$ cat config.mk
export PLATFORM = sky130hd
export DESIGN_NAME = wdog_kick_sched
export DESIGN_NICKNAME = d
export VERILOG_FILES = /design/src/rtl/wdog_sched_pkg.sv /design/src/rtl/wdog_hb_collector.sv /design/src/rtl/wdog_kick_sched.sv
export SDC_FILE = /design/constraint.sdc
export NUM_CORES = 1
export LEC_CHECK = 0
export BUFFER_PORTS_ARGS = -buffer_cell sky130_fd_sc_hd__buf_2
export CAP_MARGIN = 10
export CORE_ASPECT_RATIO = 1.75
export CORE_MARGIN = 1
export CORE_UTILIZATION = 53
export DETAILED_ROUTE_END_ITERATION = 12
export PLACE_DENSITY_LB_ADDON = 0.3
export REMOVE_ABC_BUFFERS = 1
export SLEW_MARGIN = 5
export SYNTH_ARGS = -nofsm -noshare
export SYNTH_HDL_FRONTEND = slang
export SYNTH_SLANG_ARGS = --single-unit
$ cat constraint.sdc
create_clock -name wLB_Clk -period 2.41 [get_ports wLB_Clk]
set_input_delay 0 -clock wLB_Clk [delete_from_list [all_inputs] [get_ports wLB_Clk]]
set_output_delay 0 -clock wLB_Clk [all_outputs]
set_load 0.005 [all_outputs]
$ cat src/rtl/wdog_sched_pkg.sv
// rtl/wdog_sched_pkg.sv - watchdog register map and scheduler FSM encoding
package wdog_sched_pkg;

  localparam logic [7:0]  ADDR_SAFEGUARD = 8'h01;
  localparam logic [7:0]  ADDR_KICK      = 8'h04;
  localparam logic [7:0]  ADDR_LOAD      = 8'h08;
  localparam logic [31:0] SAFEGUARD_ON   = 32'h1;
  localparam logic [31:0] KICK_DATA      = 32'h0;

  typedef enum logic [2:0] {
    CFG_PERIOD = 3'd0,
    CFG_ENABLE = 3'd1,
    RUN        = 3'd2,
    KICK       = 3'd3,
    STARVE     = 3'd4
  } schedState_t;

  // States in which the scheduler owns the next bus cycle.
  function automatic logic isSchedWrite(schedState_t s);
    return (s == CFG_PERIOD) || (s == CFG_ENABLE) || (s == KICK);
  endfunction

endpackage

$ cat src/rtl/wdog_hb_collector.sv
// rtl/wdog_hb_collector.sv - sticky heartbeat mask with evaluation reload and missed-task latch
module wdog_hb_collector #(
  parameter int NUM_TASKS = 4
) (
  input  logic                 wLB_Clk,
  input  logic                 wLB_Rst,
  input  logic [NUM_TASKS-1:0] bHeartbeat,
  input  logic                 evalNow,
  input  logic                 latchMiss,
  output logic                 allAlive,
  output logic [NUM_TASKS-1:0] bMissedMask
);

  logic [NUM_TASKS-1:0] sticky;

  always_ff @(posedge wLB_Clk or posedge wLB_Rst) begin
    if (wLB_Rst) begin
      sticky      <= '0;
      bMissedMask <= '0;
    end else begin
      // Pulses arriving in the evaluation cycle seed the next window instead of being dropped.
      if (evalNow) sticky <= bHeartbeat;
      else         sticky <= sticky | bHeartbeat;
      if (latchMiss) bMissedMask <= ~sticky;
    end
  end

  assign allAlive = &sticky;

endmodule

$ cat src/rtl/wdog_kick_sched.sv
// rtl/wdog_kick_sched.sv - watchdog config/kick scheduler; host port and arbiter under WDOG_SCHED_HOST_PORT_EN
module wdog_kick_sched
  import wdog_sched_pkg::*;
#(
  parameter int          NUM_TASKS     = 4,
  parameter int          KICK_INTERVAL = 1000,
  parameter logic [31:0] LOAD_VALUE    = 32'd4096
) (
  input  logic                 wLB_Clk,
  input  logic                 wLB_Rst,
  input  logic [NUM_TASKS-1:0] bHeartbeat,
`ifdef WDOG_SCHED_HOST_PORT_EN
  input  logic                 wHost_req,
  input  logic [7:0]           wHost_add,
  input  logic [31:0]          wHost_wr_data,
  output logic                 wHost_ack,
`endif
  output logic                 wLB_wr,
  output logic                 wLB_rd,
  output logic [7:0]           wLB_add,
  output logic [31:0]          wLB_wr_data,
  output logic [NUM_TASKS-1:0] bMissedMask,
  output logic                 wStarved
);

  localparam int               CNT_W      = $clog2(KICK_INTERVAL);
  localparam logic [CNT_W-1:0] CNT_RELOAD = CNT_W'(KICK_INTERVAL - 1);

  schedState_t      state;
  logic [CNT_W-1:0] cnt;
  logic             evalNow;
  logic             allAlive;
  logic             latchMiss;

  assign evalNow   = (state == RUN) && (cnt == '0);
  assign latchMiss = evalNow && !allAlive;
  assign wLB_rd    = 1'b0;

`ifdef WDOG_SCHED_HOST_PORT_EN
  // The ack term stops a request still held in its grant cycle from being taken twice.
  logic hostGrant;
  assign hostGrant = wHost_req && !wHost_ack && !isSchedWrite(state);
`endif

  wdog_hb_collector #(
    .NUM_TASKS(NUM_TASKS)
  ) u_collector (
    .wLB_Clk    (wLB_Clk),
    .wLB_Rst    (wLB_Rst),
    .bHeartbeat (bHeartbeat),
    .evalNow    (evalNow),
    .latchMiss  (latchMiss),
    .allAlive   (allAlive),
    .bMissedMask(bMissedMask)
  );

  always_ff @(posedge wLB_Clk or posedge wLB_Rst) begin
    if (wLB_Rst) begin
      state       <= CFG_PERIOD;
      cnt         <= CNT_RELOAD;
      wLB_wr      <= 1'b0;
      wLB_add     <= '0;
      wLB_wr_data <= '0;
      wStarved    <= 1'b0;
`ifdef WDOG_SCHED_HOST_PORT_EN
      wHost_ack   <= 1'b0;
`endif
    end else begin
      wLB_wr      <= 1'b0;
      wLB_add     <= '0;
      wLB_wr_data <= '0;
`ifdef WDOG_SCHED_HOST_PORT_EN
      wHost_ack   <= 1'b0;
`endif
      case (state)
        CFG_PERIOD: begin
          wLB_wr      <= 1'b1;
          wLB_add     <= ADDR_LOAD;
          wLB_wr_data <= LOAD_VALUE;
          state       <= CFG_ENABLE;
        end
        CFG_ENABLE: begin
          wLB_wr      <= 1'b1;
          wLB_add     <= ADDR_SAFEGUARD;
          wLB_wr_data <= SAFEGUARD_ON;
          state       <= RUN;
        end
        RUN: begin
          if (cnt == '0) begin
            cnt <= CNT_RELOAD;
            if (allAlive) begin
              state <= KICK;
            end else begin
              state    <= STARVE;
              wStarved <= 1'b1;
            end
          end else begin
            cnt <= cnt - 1'b1;
          end
        end
        KICK: begin
          // The window keeps counting through the kick so kicks stay one interval apart.
          wLB_wr      <= 1'b1;
          wLB_add     <= ADDR_KICK;
          wLB_wr_data <= KICK_DATA;
          cnt         <= cnt - 1'b1;
          state       <= RUN;
        end
        STARVE: state <= STARVE;
        default: state <= CFG_PERIOD;
      endcase
`ifdef WDOG_SCHED_HOST_PORT_EN
      if (hostGrant) begin
        wLB_wr      <= 1'b1;
        wLB_add     <= wHost_add;
        wLB_wr_data <= wHost_wr_data;
        wHost_ack   <= 1'b1;
      end
`endif
    end
  end

endmodule

==> results.json, run 1 <==
{
  "synthDistinctLibCells": 34,
  "routedWlPerCell_microns": 12.1,
  "synth-seq-cells": 28,
  "design.core.area_sq_mm": 0.00266,
  "rows": 25,
  "timing.critical_path.from": "cnt[0]",
  "run_status": "completed",
  "cp_max_fo": 4,
  "synth_top_area_share_pct": 33.9,
  "synth.most_common_cell": "sky130_fd_sc_hd__buf_4",
  "cts.root.buffer_cell": "sky130_fd_sc_hd__clkbuf_8",
  "ant_nets": 0,
  "design.final.nets": 172,
  "post_synth_edffs": 0,
  "path_class": "reg2reg",
  "drt-initial-drc-count": 26,
  "ys.warnings.count": 0,
  "cts.repair_timing.setup_buffer_count": 0,
  "grt_pass1_vias": 894,
  "power.static_leakage_nw": 0.745,
  "layout_worst_path_cycle_share_pct": 67.9,
  "port_buffers": 16,
  "grt_antenna_before_repair": 0,
  "synth_top_cells_by_count": "36 x sky130_fd_sc_hd__buf_4, 20 x sky130_fd_sc_hd__dfrtp_1, 8 x sky130_fd_sc_hd__dfstp_2, 8 x sky130_fd_sc_hd__nand2_1, 7 x sky130_fd_sc_hd__o21ai_0",
  "floorplan.die.height_microns": 71.8,
  "min-delay-start": "bHeartbeat[0]",
  "post_synth.cell_area_avg_sq_um": 10.3,
  "tritoncts": "done",
  "worst_setup_path_start_kind": "flop",
  "finalSetupViolCount": 0,
  "setup-tns-final_ps": 0,
  "hpwlAfterDp_microns": 1710,
  "initial_core_util_pct": 55.5,
  "route.detailed.drc": 0,
  "die_area_sq_mm": 0.00301,
  "max-slew-margin-rel_pct": 33.9,
  "crit-reg2reg-launch": "cnt[0]",
  "holdWs_ps": 448,
  "finalHoldViolCount": 0,
  "synth-async-reset-ratio_pct": 100,
  "globalRouteTotalUtil_pct": 16.5,
  "clk-insertion-delay-late_ps": 270,
  "timing.final.crit_period_ps": 1640,
  "worst_ep_required_time_ps": 2600,
  "timing.max_cap.violations": 0,
  "cp.arrival_ps": 1820,
  "die_w_microns": 41.9,
  "grt_start_max_net_pins": 29,
  "setup_slack_ps": 774,
  "synth_area_sq_mm": 0.00148,
  "final.setup_skew_ps": 2.62,
  "synth.yosys.seq_area_share_pct": 48.1,
  "synth_cells": 143,
  "clk_pin_slew_ps": 90,
  "synth_area_leader_cell": "sky130_fd_sc_hd__dfrtp_1",
  "max_slew.worst_pin.slew_ps": 991,
  "clock_path_buffers": 2,
  "place.gp.congestion": 0.827,
  "dr.pass1.iters": 3,
  "synth_flop_cell": "sky130_fd_sc_hd__dfrtp_1",
  "syn2layout_area_growth_pct": 5.25,
  "hold_path.class": "in2reg",
  "synth_top_cells_by_area": "sky130_fd_sc_hd__dfrtp_1 34%, sky130_fd_sc_hd__buf_4 18%, sky130_fd_sc_hd__dfstp_2 14%, sky130_fd_sc_hd__xnor2_1 3.0%, sky130_fd_sc_hd__o21ai_0 2.4%",
  "global_route.overflow_total": 0,
  "rsz0062_at_grt": "no",
  "num_vias": 924,
  "n_antenna_cell": 0,
  "dpl_worst_slack_ps": 785,
  "slew_violations": 0,
  "clkSinkCount": 28,
  "floorplan.io_pins": 53,
  "setup.worst_path.end_class": "flop",
  "ctsHtreeMaxLevel": 1,
  "grt_first_pass_wirelength_microns": 3780,
  "post_route_cells_drive_above_1_share_pct": 20.2,
  "power_density_mw_per_mm2": 918,
  "fmaxAchievable_mhz": 611,
  "drt_total_wl_microns": 2300,
  "avgViaCountPerCell": 4.86,
  "cts-buffers-inserted": 3,
  "maximum_vdd_ir_drop_v": 0.000547
}
[stage by stage]
stage,util (%),power (W),cells,instance area [sq um]
final,58.4,0.00143,190,1550
after global routing,58.4,0.00152,190,1550
after CTS,58.4,0.00144,190,1550
after detailed placement,53.9,0.00107,181,1430
after global placement,53.9,0.00106,181,1430
after floorplan,-,0.000966,137,1310
[report_power, final]
| group | internal [W] | switching, W |
|---|---|---|
| Combinational | 0.000155 | 0.000186 |
| Clock | 0.000222 | 0.000138 |
| Sequential | 0.000611 | 0.000114 |
| Total | 0.000988 | 0.000438 |
[critical path, stage by stage (launching register included)]
cell and delay (ps):
sky130_fd_sc_hd__dfstp_2 580, sky130_fd_sc_hd__inv_1 60, sky130_fd_sc_hd__ha_1 210, sky130_fd_sc_hd__nor2b_1 170
sky130_fd_sc_hd__and4_1 230, sky130_fd_sc_hd__a211oi_1 230, sky130_fd_sc_hd__a31oi_1 70
[flip-flops by register name, indices dropped and copies added (netlist names)]
register / cells
wStarved: 1
u_collector.sticky: 4
cnt: 10
u_collector.bMissedMask: 4
wLB_add: 3
wLB_wr: 1
wLB_wr_data: 2
state: 3
[logic make-up after synthesis]
| kind of cell | after synthesis | synth area share, % |
|---|---|---|
| DFF | 28 | 48.1 |
| other | 1 | 0.254 |
| adders and majority gates | 2 | 1.69 |
| and+or+nand+nor | 36 | 15.4 |
| AOI/OAI and AO/OA | 24 | 9.58 |
| xor gates and xnor gates | 6 | 3.56 |
| buffers and inverters | 46 | 21.4 |
[per-layer routing]
metal	global-route usage (%)	vias up	wire length [microns]
met1	18.6	436	863
li1	-	447	-
met5	0	-	0
met4	12.2	0	99
met3	1.76	10	86
met2	28.1	31	1250
[cell usage in the layout (no fill, tap or decap), types with 5 or more instances in the layout]
cell / count
sky130_fd_sc_hd__conb_1: 36
sky130_fd_sc_hd__dfrtp_1: 20
sky130_fd_sc_hd__buf_2: 16
sky130_fd_sc_hd__nand2_1: 8
sky130_fd_sc_hd__dfstp_2: 8
sky130_fd_sc_hd__o21ai_0: 7
sky130_fd_sc_hd__nor3_1: 5
sky130_fd_sc_hd__xnor2_1: 5
sky130_fd_sc_hd__inv_1: 5
sky130_fd_sc_hd__dlygate4sd3_1: 5
[timing repair]
| item | 4_1_cts | 5_1_grt |
|---|---|---|
| hold buffers | 5 | 0 |
| endpoints found under the hold margin | 24 | 0 |
| gates resized for setup | 0 | 0 |
[final cells by class]
type | instances | area [sq um]
fillers | 249 | 1100
repair buffers | 22 | 138
multi-input cells | 104 | 582
well taps | 27 | 33.8
flip-flops and latches | 28 | 711
inverters | 5 | 18.8
clock inverters | 1 | 30.0
clock buffers | 3 | 41.3
[worst paths after layout]
path | to | slack, ps | cells after the start
worst min register to register | u_collector.bMissedMask[0] | 480 | 1
worst max-delay path | cnt[9] | 770 | 6
min in group asynchronous | state[2] | 500 | 3
max in group asynchronous | cnt[4] | 1310 | 3
worst max register to register | cnt[9] | 770 | 6
worst min-delay path | u_collector.sticky[0] | 450 | 3
Note: power is estimated with default switching activity, not from simulation.
==> inputs of run 2 (changes only) <==
--- a/config.mk
+++ b/config.mk
@@ -9,7 +9,7 @@
 export CAP_MARGIN = 10
 export CORE_ASPECT_RATIO = 1.75
 export CORE_MARGIN = 1
-export CORE_UTILIZATION = 53
+export CORE_UTILIZATION = 44
 export DETAILED_ROUTE_END_ITERATION = 12
 export PLACE_DENSITY_LB_ADDON = 0.3
 export REMOVE_ABC_BUFFERS = 1
==> constraint.sdc (replaced) <==
create_clock -name wLB_Clk -period 1.5 [get_ports wLB_Clk]
set_input_delay 0 -clock wLB_Clk [delete_from_list [all_inputs] [get_ports wLB_Clk]]
set_output_delay 0 -clock wLB_Clk [all_outputs]
set_load 0.005 [all_outputs]
==> results.json, run 2 (synthesized netlist as in run 1, its figures left out) <==
{
  "ctsHtreeMaxLevel": 1,
  "path_class": "reg2reg",
  "cp_max_fo": 4,
  "largest_register_ffs": 10,
  "grt_pass1_vias": 1043,
  "critical_path_depth": 3,
  "max-slew-margin-rel_pct": 59.1,
  "final_cell_count_no_fill": 224,
  "layout.cells.most_common_list": "36 x sky130_fd_sc_hd__conb_1, 20 x sky130_fd_sc_hd__dfrtp_1, 18 x sky130_fd_sc_hd__buf_4, 16 x sky130_fd_sc_hd__buf_2",
  "grt_first_pass_wirelength_microns": 4350,
  "power_density_mw_per_mm2": 1440,
  "r2r_slack_ps": -20,
  "slew_violations": 0,
  "drt_total_wl_microns": 2750,
  "final_core_util_pct": 56.2,
  "rsz0062_at_grt": "yes",
  "finalSetupViolCount": 2,
  "design.final.nets": 190,
  "setup.worst_path.end_class": "flop",
  "route.detailed.drc": 0,
  "worst_setup_path_start_kind": "flop",
  "clk_pin_slew_ps": 100,
  "layout.filler_cells": 292,
  "registers.top_by_ff_count": "cnt",
  "hpwlAfterDp_microns": 2010,
  "num_vias": 1029,
  "maximum_vdd_ir_drop_v": 0.000744,
  "clkSinkCount": 28,
  "worst-path-buf-inv": 0,
  "design.core.area_sq_mm": 0.00318,
  "highest-signal-layer": "met4",
  "ant_nets": 0,
  "grt_antenna_before_repair": 0,
  "list_of_cells_traversed_by_the_critical_path": "or4b_4 > or3_1 > a21oi_2",
  "detailroute.wirelength.met3_microns": 83,
  "power.static_leakage_nw": 0.845,
  "wirelength_met1_microns": 926,
  "global_route.overflow_total": 0,
  "routedWlPerCell_microns": 12.3,
  "finalHoldViolCount": 0,
  "placed_cells_incl_taps": 211,
  "run_status": "finished, violations left",
  "total_area_of_sequential_cells_sq_um": 711,
  "multi_input_comb_area_sq_um": 654,
  "cts.root.buffer_cell": "sky130_fd_sc_hd__clkbuf_8",
  "layout_worst_path_cycle_share_pct": 101,
  "worst_ep_required_time_ps": 1710,
  "die_area_sq_mm": 0.00360,
  "avgViaCountPerCell": 4.59,
  "final.setup_skew_ps": 4.56,
  "timing.max_cap.violations": 0,
  "setup_slack_ps": -22.2,
  "dr.pass1.iters": 4,
  "floorplan.die.height_microns": 78.6,
  "floorplan.io_pins": 53,
  "failing_checks": "negative setup slack",
  "top_regs": "cnt x10, u_collector.bMissedMask x4, u_collector.sticky x4",
  "place.gp.congestion": 0.792,
  "fmaxAchievable_mhz": 657,
  "grt_start_max_net_pins": 17,
  "r2r.worst_path.cells": 3,
  "detailed_place.area_sq_mm": 0.00156,
  "globalRouteTotalUtil_pct": 16.6,
  "cts-buffers-inserted": 3,
  "initial_core_util_pct": 46.5,
  "layout.cell_area.non_filler_sq_mm": 0.00179,
  "timing.rr.end": "cnt[3]",
  "max_slew.worst_pin.slew_ps": 613,
  "post_route_cells_drive_above_1_share_pct": 36.5,
  "timing.critical_path.from": "state[2]",
  "rows": 27,
  "worst_setup_path_endpoint": "cnt[3]",
  "crit_family": "simple AND/OR/NAND/NOR gates",
  "tritoncts": "done",
  "crit-reg2reg-launch": "state[2]",
  "timing.critical_path.slowest_cell_delay_ps": 560,
  "clk-insertion-delay-late_ps": 280,
  "drt-initial-drc-count": 20,
  "met2WireLength_microns": 1650,
  "clock_path_buffers": 2,
  "mostFrequentLayoutCell": "sky130_fd_sc_hd__conb_1",
  "syn2layout_area_growth_pct": 20.9,
  "hold_path.class": "in2async",
  "port_buffers": 16,
  "die_w_microns": 45.8,
  "n_antenna_cell": 0,
  "timing.critical_path.slowest_stage_cell": "sky130_fd_sc_hd__or4b_4",
  "timing.final.crit_period_ps": 1520,
  "cp.arrival_ps": 1730
}
run 2: cell type report:
cell class / instances / area share (%)
Clock buffer: 3 / 2.31
Clock inverter: 1 / 1.68
Inverter: 5 / 1.05
Multi-Input combinational cell: 104 / 36.7
Sequential cell: 28 / 39.8
Tap cell: 43 / 3.01
Timing Repair Buffer: 40 / 15.5
run 2: repair_timing:
item                       4_1_cts  5_1_grt
resized for setup                9       16
setup endpoints to repair       12       15
hold endpoints to repair        10        0
hold buffers                     5        0
gates cloned                     0        1
buffers inserted                 2        1
pin swaps                        2        7
run 2: report_power, final:
part | switching, W | leakage, nW | internal (W) | total, W
sequential | 0.000155 | 0.329 | 0.000980 | 0.00114
combinational | 0.000440 | 0.480 | 0.000404 | 0.000844
clock | 0.000235 | 0.0357 | 0.000357 | 0.000593
run 2: metal layers:
layer  up-vias  track usage (%)
li1        484                -
met1       503             15.2
met2        34             31.4
met3         8             3.22
met4         0             8.82
met5         -                0
run 2: stage by stage:
stage | worst slack (ps) | TNS [ps] | total power (W) | hold WS [ps]
5_1_grt | -50.5 | -376 | 0.00273 | 393
6_report | -22.2 | -28.9 | 0.00257 | 331
3_5_place_dp | -41.2 | -156 | 0.00183 | 106
4_1_cts | -1.60 | -1.60 | 0.00249 | 339
3_3_place_gp | 11.7 | 0 | 0.00179 | 85.9
2_1_floorplan | -218 | -1540 | 0.00155 | 59.5
run 2: worst min path at each step:
stage                       start               endpoint  slack [ps]
after floorplan           wLB_Rst                 cnt[3]          60
after global placement    wLB_Rst  u_collector.sticky[1]          90
after detailed placement  wLB_Rst  u_collector.sticky[1]         110
after CTS                 wLB_Rst  u_collector.sticky[1]         340
after global routing      wLB_Rst  u_collector.sticky[1]         390
final                     wLB_Rst  u_collector.sticky[1]         330
run 2: worst register-to-register path: cells and delay by family, from the launching register on:
kind	cells	cell delay [ps]
compound gates	1	120
simple gates	2	900
flops	1	440
==> inputs of run 3 (changes only) <==
--- a/config.mk
+++ b/config.mk
@@ -5,14 +5,16 @@
 export SDC_FILE = /design/constraint.sdc
 export NUM_CORES = 1
 export LEC_CHECK = 0
+export ABC_AREA = 1
 export BUFFER_PORTS_ARGS = -buffer_cell sky130_fd_sc_hd__buf_2
 export CAP_MARGIN = 10
 export CORE_ASPECT_RATIO = 1.75
 export CORE_MARGIN = 1
-export CORE_UTILIZATION = 44
+export CORE_UTILIZATION = 45
 export DETAILED_ROUTE_END_ITERATION = 12
 export PLACE_DENSITY_LB_ADDON = 0.3
 export REMOVE_ABC_BUFFERS = 1
+export SETUP_SLACK_MARGIN = 0.1
 export SLEW_MARGIN = 5
 export SYNTH_ARGS = -nofsm -noshare
 export SYNTH_HDL_FRONTEND = slang
==> results.json, run 3 <==
{
  "dpl_worst_slack_ps": 144,
  "hold_path.class": "in2async",
  "synth_top_cells_by_count": "44 x sky130_fd_sc_hd__nand2_1, 36 x sky130_fd_sc_hd__buf_4, 22 x sky130_fd_sc_hd__inv_1, 20 x sky130_fd_sc_hd__dfrtp_1, 18 x sky130_fd_sc_hd__nor2_1",
  "global_route.overflow_total": 0,
  "floorplan.die.height_microns": 81.8,
  "num_vias": 1151,
  "layout.cells.most_common_list": "44 x sky130_fd_sc_hd__nand2_1, 36 x sky130_fd_sc_hd__conb_1, 20 x sky130_fd_sc_hd__inv_1, 20 x sky130_fd_sc_hd__dfrtp_1, 18 x sky130_fd_sc_hd__nor2_1",
  "cts-buffers-inserted": 3,
  "path_class": "reg2reg",
  "rsz0062_at_grt": "no",
  "synth-seq-cells": 28,
  "layout_worst_path_cycle_share_pct": 88.3,
  "grt_pass1_vias": 965,
  "avgViaCountPerCell": 4.31,
  "layout.filler_cells": 349,
  "dr.pass1.iters": 4,
  "route.detailed.drc": 0,
  "power_density_mw_per_mm2": 704,
  "synth_flop_cell": "sky130_fd_sc_hd__dfrtp_1",
  "clk_pin_slew_ps": 90,
  "tritoncts": "done",
  "total_area_of_sequential_cells_sq_um": 711,
  "r2r_slack_ps": 180,
  "worst_ep_required_time_ps": 1700,
  "die_w_microns": 47.6,
  "place.gp.congestion": 0.843,
  "cp.arrival_ps": 1520,
  "synth-async-reset-ratio_pct": 100,
  "n_antenna_cell": 0,
  "run_status": "completed",
  "post_synth_edffs": 0,
  "timing.final.crit_period_ps": 1320,
  "port_buffers": 16,
  "syn2layout_area_growth_pct": 8.47,
  "multi_input_comb_area_sq_um": 707,
  "fmaxAchievable_mhz": 755,
  "timing.max_cap.violations": 0,
  "final.setup_skew_ps": 2.33,
  "rows": 28,
  "setup-tns-final_ps": 0,
  "cts.root.buffer_cell": "sky130_fd_sc_hd__clkbuf_8",
  "clock_path_buffers": 2,
  "post_synth.cell_area_avg_sq_um": 8.41,
  "finalHoldViolCount": 0,
  "setup_slack_ps": 176,
  "maximum_vdd_ir_drop_v": 0.000440,
  "setup.worst_path.end_class": "flop",
  "clkSinkCount": 28,
  "die_area_sq_mm": 0.00390,
  "clk-insertion-delay-late_ps": 260,
  "post_route_cells_drive_above_1_share_pct": 23.0,
  "synth.most_common_cell": "sky130_fd_sc_hd__nand2_1",
  "mostFrequentLayoutCell": "sky130_fd_sc_hd__nand2_1",
  "registers.top_by_ff_count": "cnt",
  "drt_total_wl_microns": 2570,
  "worst_setup_path_start_kind": "flop",
  "grt_first_pass_wirelength_microns": 4010,
  "cp_max_fo": 9,
  "ys.warnings.count": 0,
  "power.static_leakage_nw": 1.04,
  "synth_area_sq_mm": 0.00164,
  "detailed_place.area_sq_mm": 0.00164,
  "synth_top_area_share_pct": 30.5,
  "layout.cell_area.non_filler_sq_mm": 0.00178,
  "ctsHtreeMaxLevel": 1,
  "synthDistinctLibCells": 28,
  "synth.yosys.seq_area_share_pct": 43.4,
  "floorplan.io_pins": 53,
  "synth_cells": 195,
  "design.core.area_sq_mm": 0.00343,
  "finalSetupViolCount": 0,
  "ant_nets": 0,
  "routedWlPerCell_microns": 9.61,
  "grt_antenna_before_repair": 0,
  "largest_register_ffs": 10,
  "slew_violations": 0,
  "synth_top_cells_by_area": "sky130_fd_sc_hd__dfrtp_1 31%, sky130_fd_sc_hd__buf_4 16%, sky130_fd_sc_hd__dfstp_2 13%, sky130_fd_sc_hd__nand2_1 10%, sky130_fd_sc_hd__inv_1 5.0%",
  "top_regs": "cnt x10, u_collector.bMissedMask x4, u_collector.sticky x4",
  "drt-initial-drc-count": 23,
  "initial_core_util_pct": 47.7,
  "hpwlAfterDp_microns": 1950,
  "synth_area_leader_cell": "sky130_fd_sc_hd__dfrtp_1",
  "design.final.nets": 231,
  "grt_start_max_net_pins": 29,
  "globalRouteTotalUtil_pct": 14.3
}
run 3: cell types whose count changed after synthesis, sizes merged, moves of 5 or more:
cell,change
o21ai,-10
nand2,+40
nor2,+20
xnor2,-5
nand3,+12
inv,+19
run 3: path summary, 6_finish.rpt:
check / from / to / cells after the start
worst max register to register: state[2] / state[2] / 8
max in group asynchronous: wLB_Rst / cnt[1] / 4
min in group wLB_Clk: bHeartbeat[2] / u_collector.sticky[2] / 4
worst min-delay path: wLB_Rst / u_collector.bMissedMask[2] / 4
worst max-delay path: state[2] / state[2] / 8
worst min register to register: state[2] / wLB_wr / 1
run 3: critical path, stage by stage, from the launching register on:
cell	delay, ps
sky130_fd_sc_hd__dfrtp_1	410
sky130_fd_sc_hd__inv_2	90
sky130_fd_sc_hd__nand2_4	110
sky130_fd_sc_hd__inv_4	110
sky130_fd_sc_hd__nand2_2	70
sky130_fd_sc_hd__nor2_4	210
sky130_fd_sc_hd__buf_4	140
sky130_fd_sc_hd__nor2_1	30
sky130_fd_sc_hd__a21oi_1	110
run 3: where the power goes:
group          leakage [nW]           switching [W]  internal (W)
logic                 0.690               0.0000396     0.0000156
registers             0.326  0.00000000000000000146      0.000755
clock network        0.0288                0.000208      0.000234
run 3: metrics by stage:
| stage | hold slack [ps] | utilization, % | instances | total power, W |
|---|---|---|---|---|
| global route | 386 | 51.8 | 267 | 0.00133 |
| CTS | 333 | 50.8 | 265 | 0.00127 |
| finish | 328 | 51.8 | 267 | 0.00125 |
| global placement | 72.9 | 47.8 | 256 | 0.000814 |
| floorplan | 59.5 | - | 193 | 0.000802 |
| detailed placement | 80.3 | 47.8 | 256 | 0.000814 |
run 3: kinds of logic after synthesis:
logic type | synth area share, %
other cells | 0.229
buf+inv | 22.9
compound gates | 2.44
flops | 43.4
simple gates | 29.5
fa+ha+maj | 1.53
run 3: timing repair:
action / CTS / global route
hold endpoints to repair: 24 / 0
hold buffers: 5 / 0
resized for setup: 0 / 5
setup endpoints to repair: 0 / 10
buffers inserted: 0 / 1
run 3: area by class of cell:
type	instances	area share, %
clock buffers	4	3.10
inverters	25	5.42
multi-input cells	141	39.8
flip-flops and latches	28	40.0
well taps	45	3.17
repair buffers	24	8.59
run 3: metal layers:
metal | GRT usage (%) | routed length [microns] | vias up
li1 | - | - | 583
met1 | 16.7 | 977 | 534
met2 | 25.9 | 1470 | 32
met3 | 1.32 | 91 | 2
met4 | 5.00 | 25 | 0
met5 | 0 | 0 | -
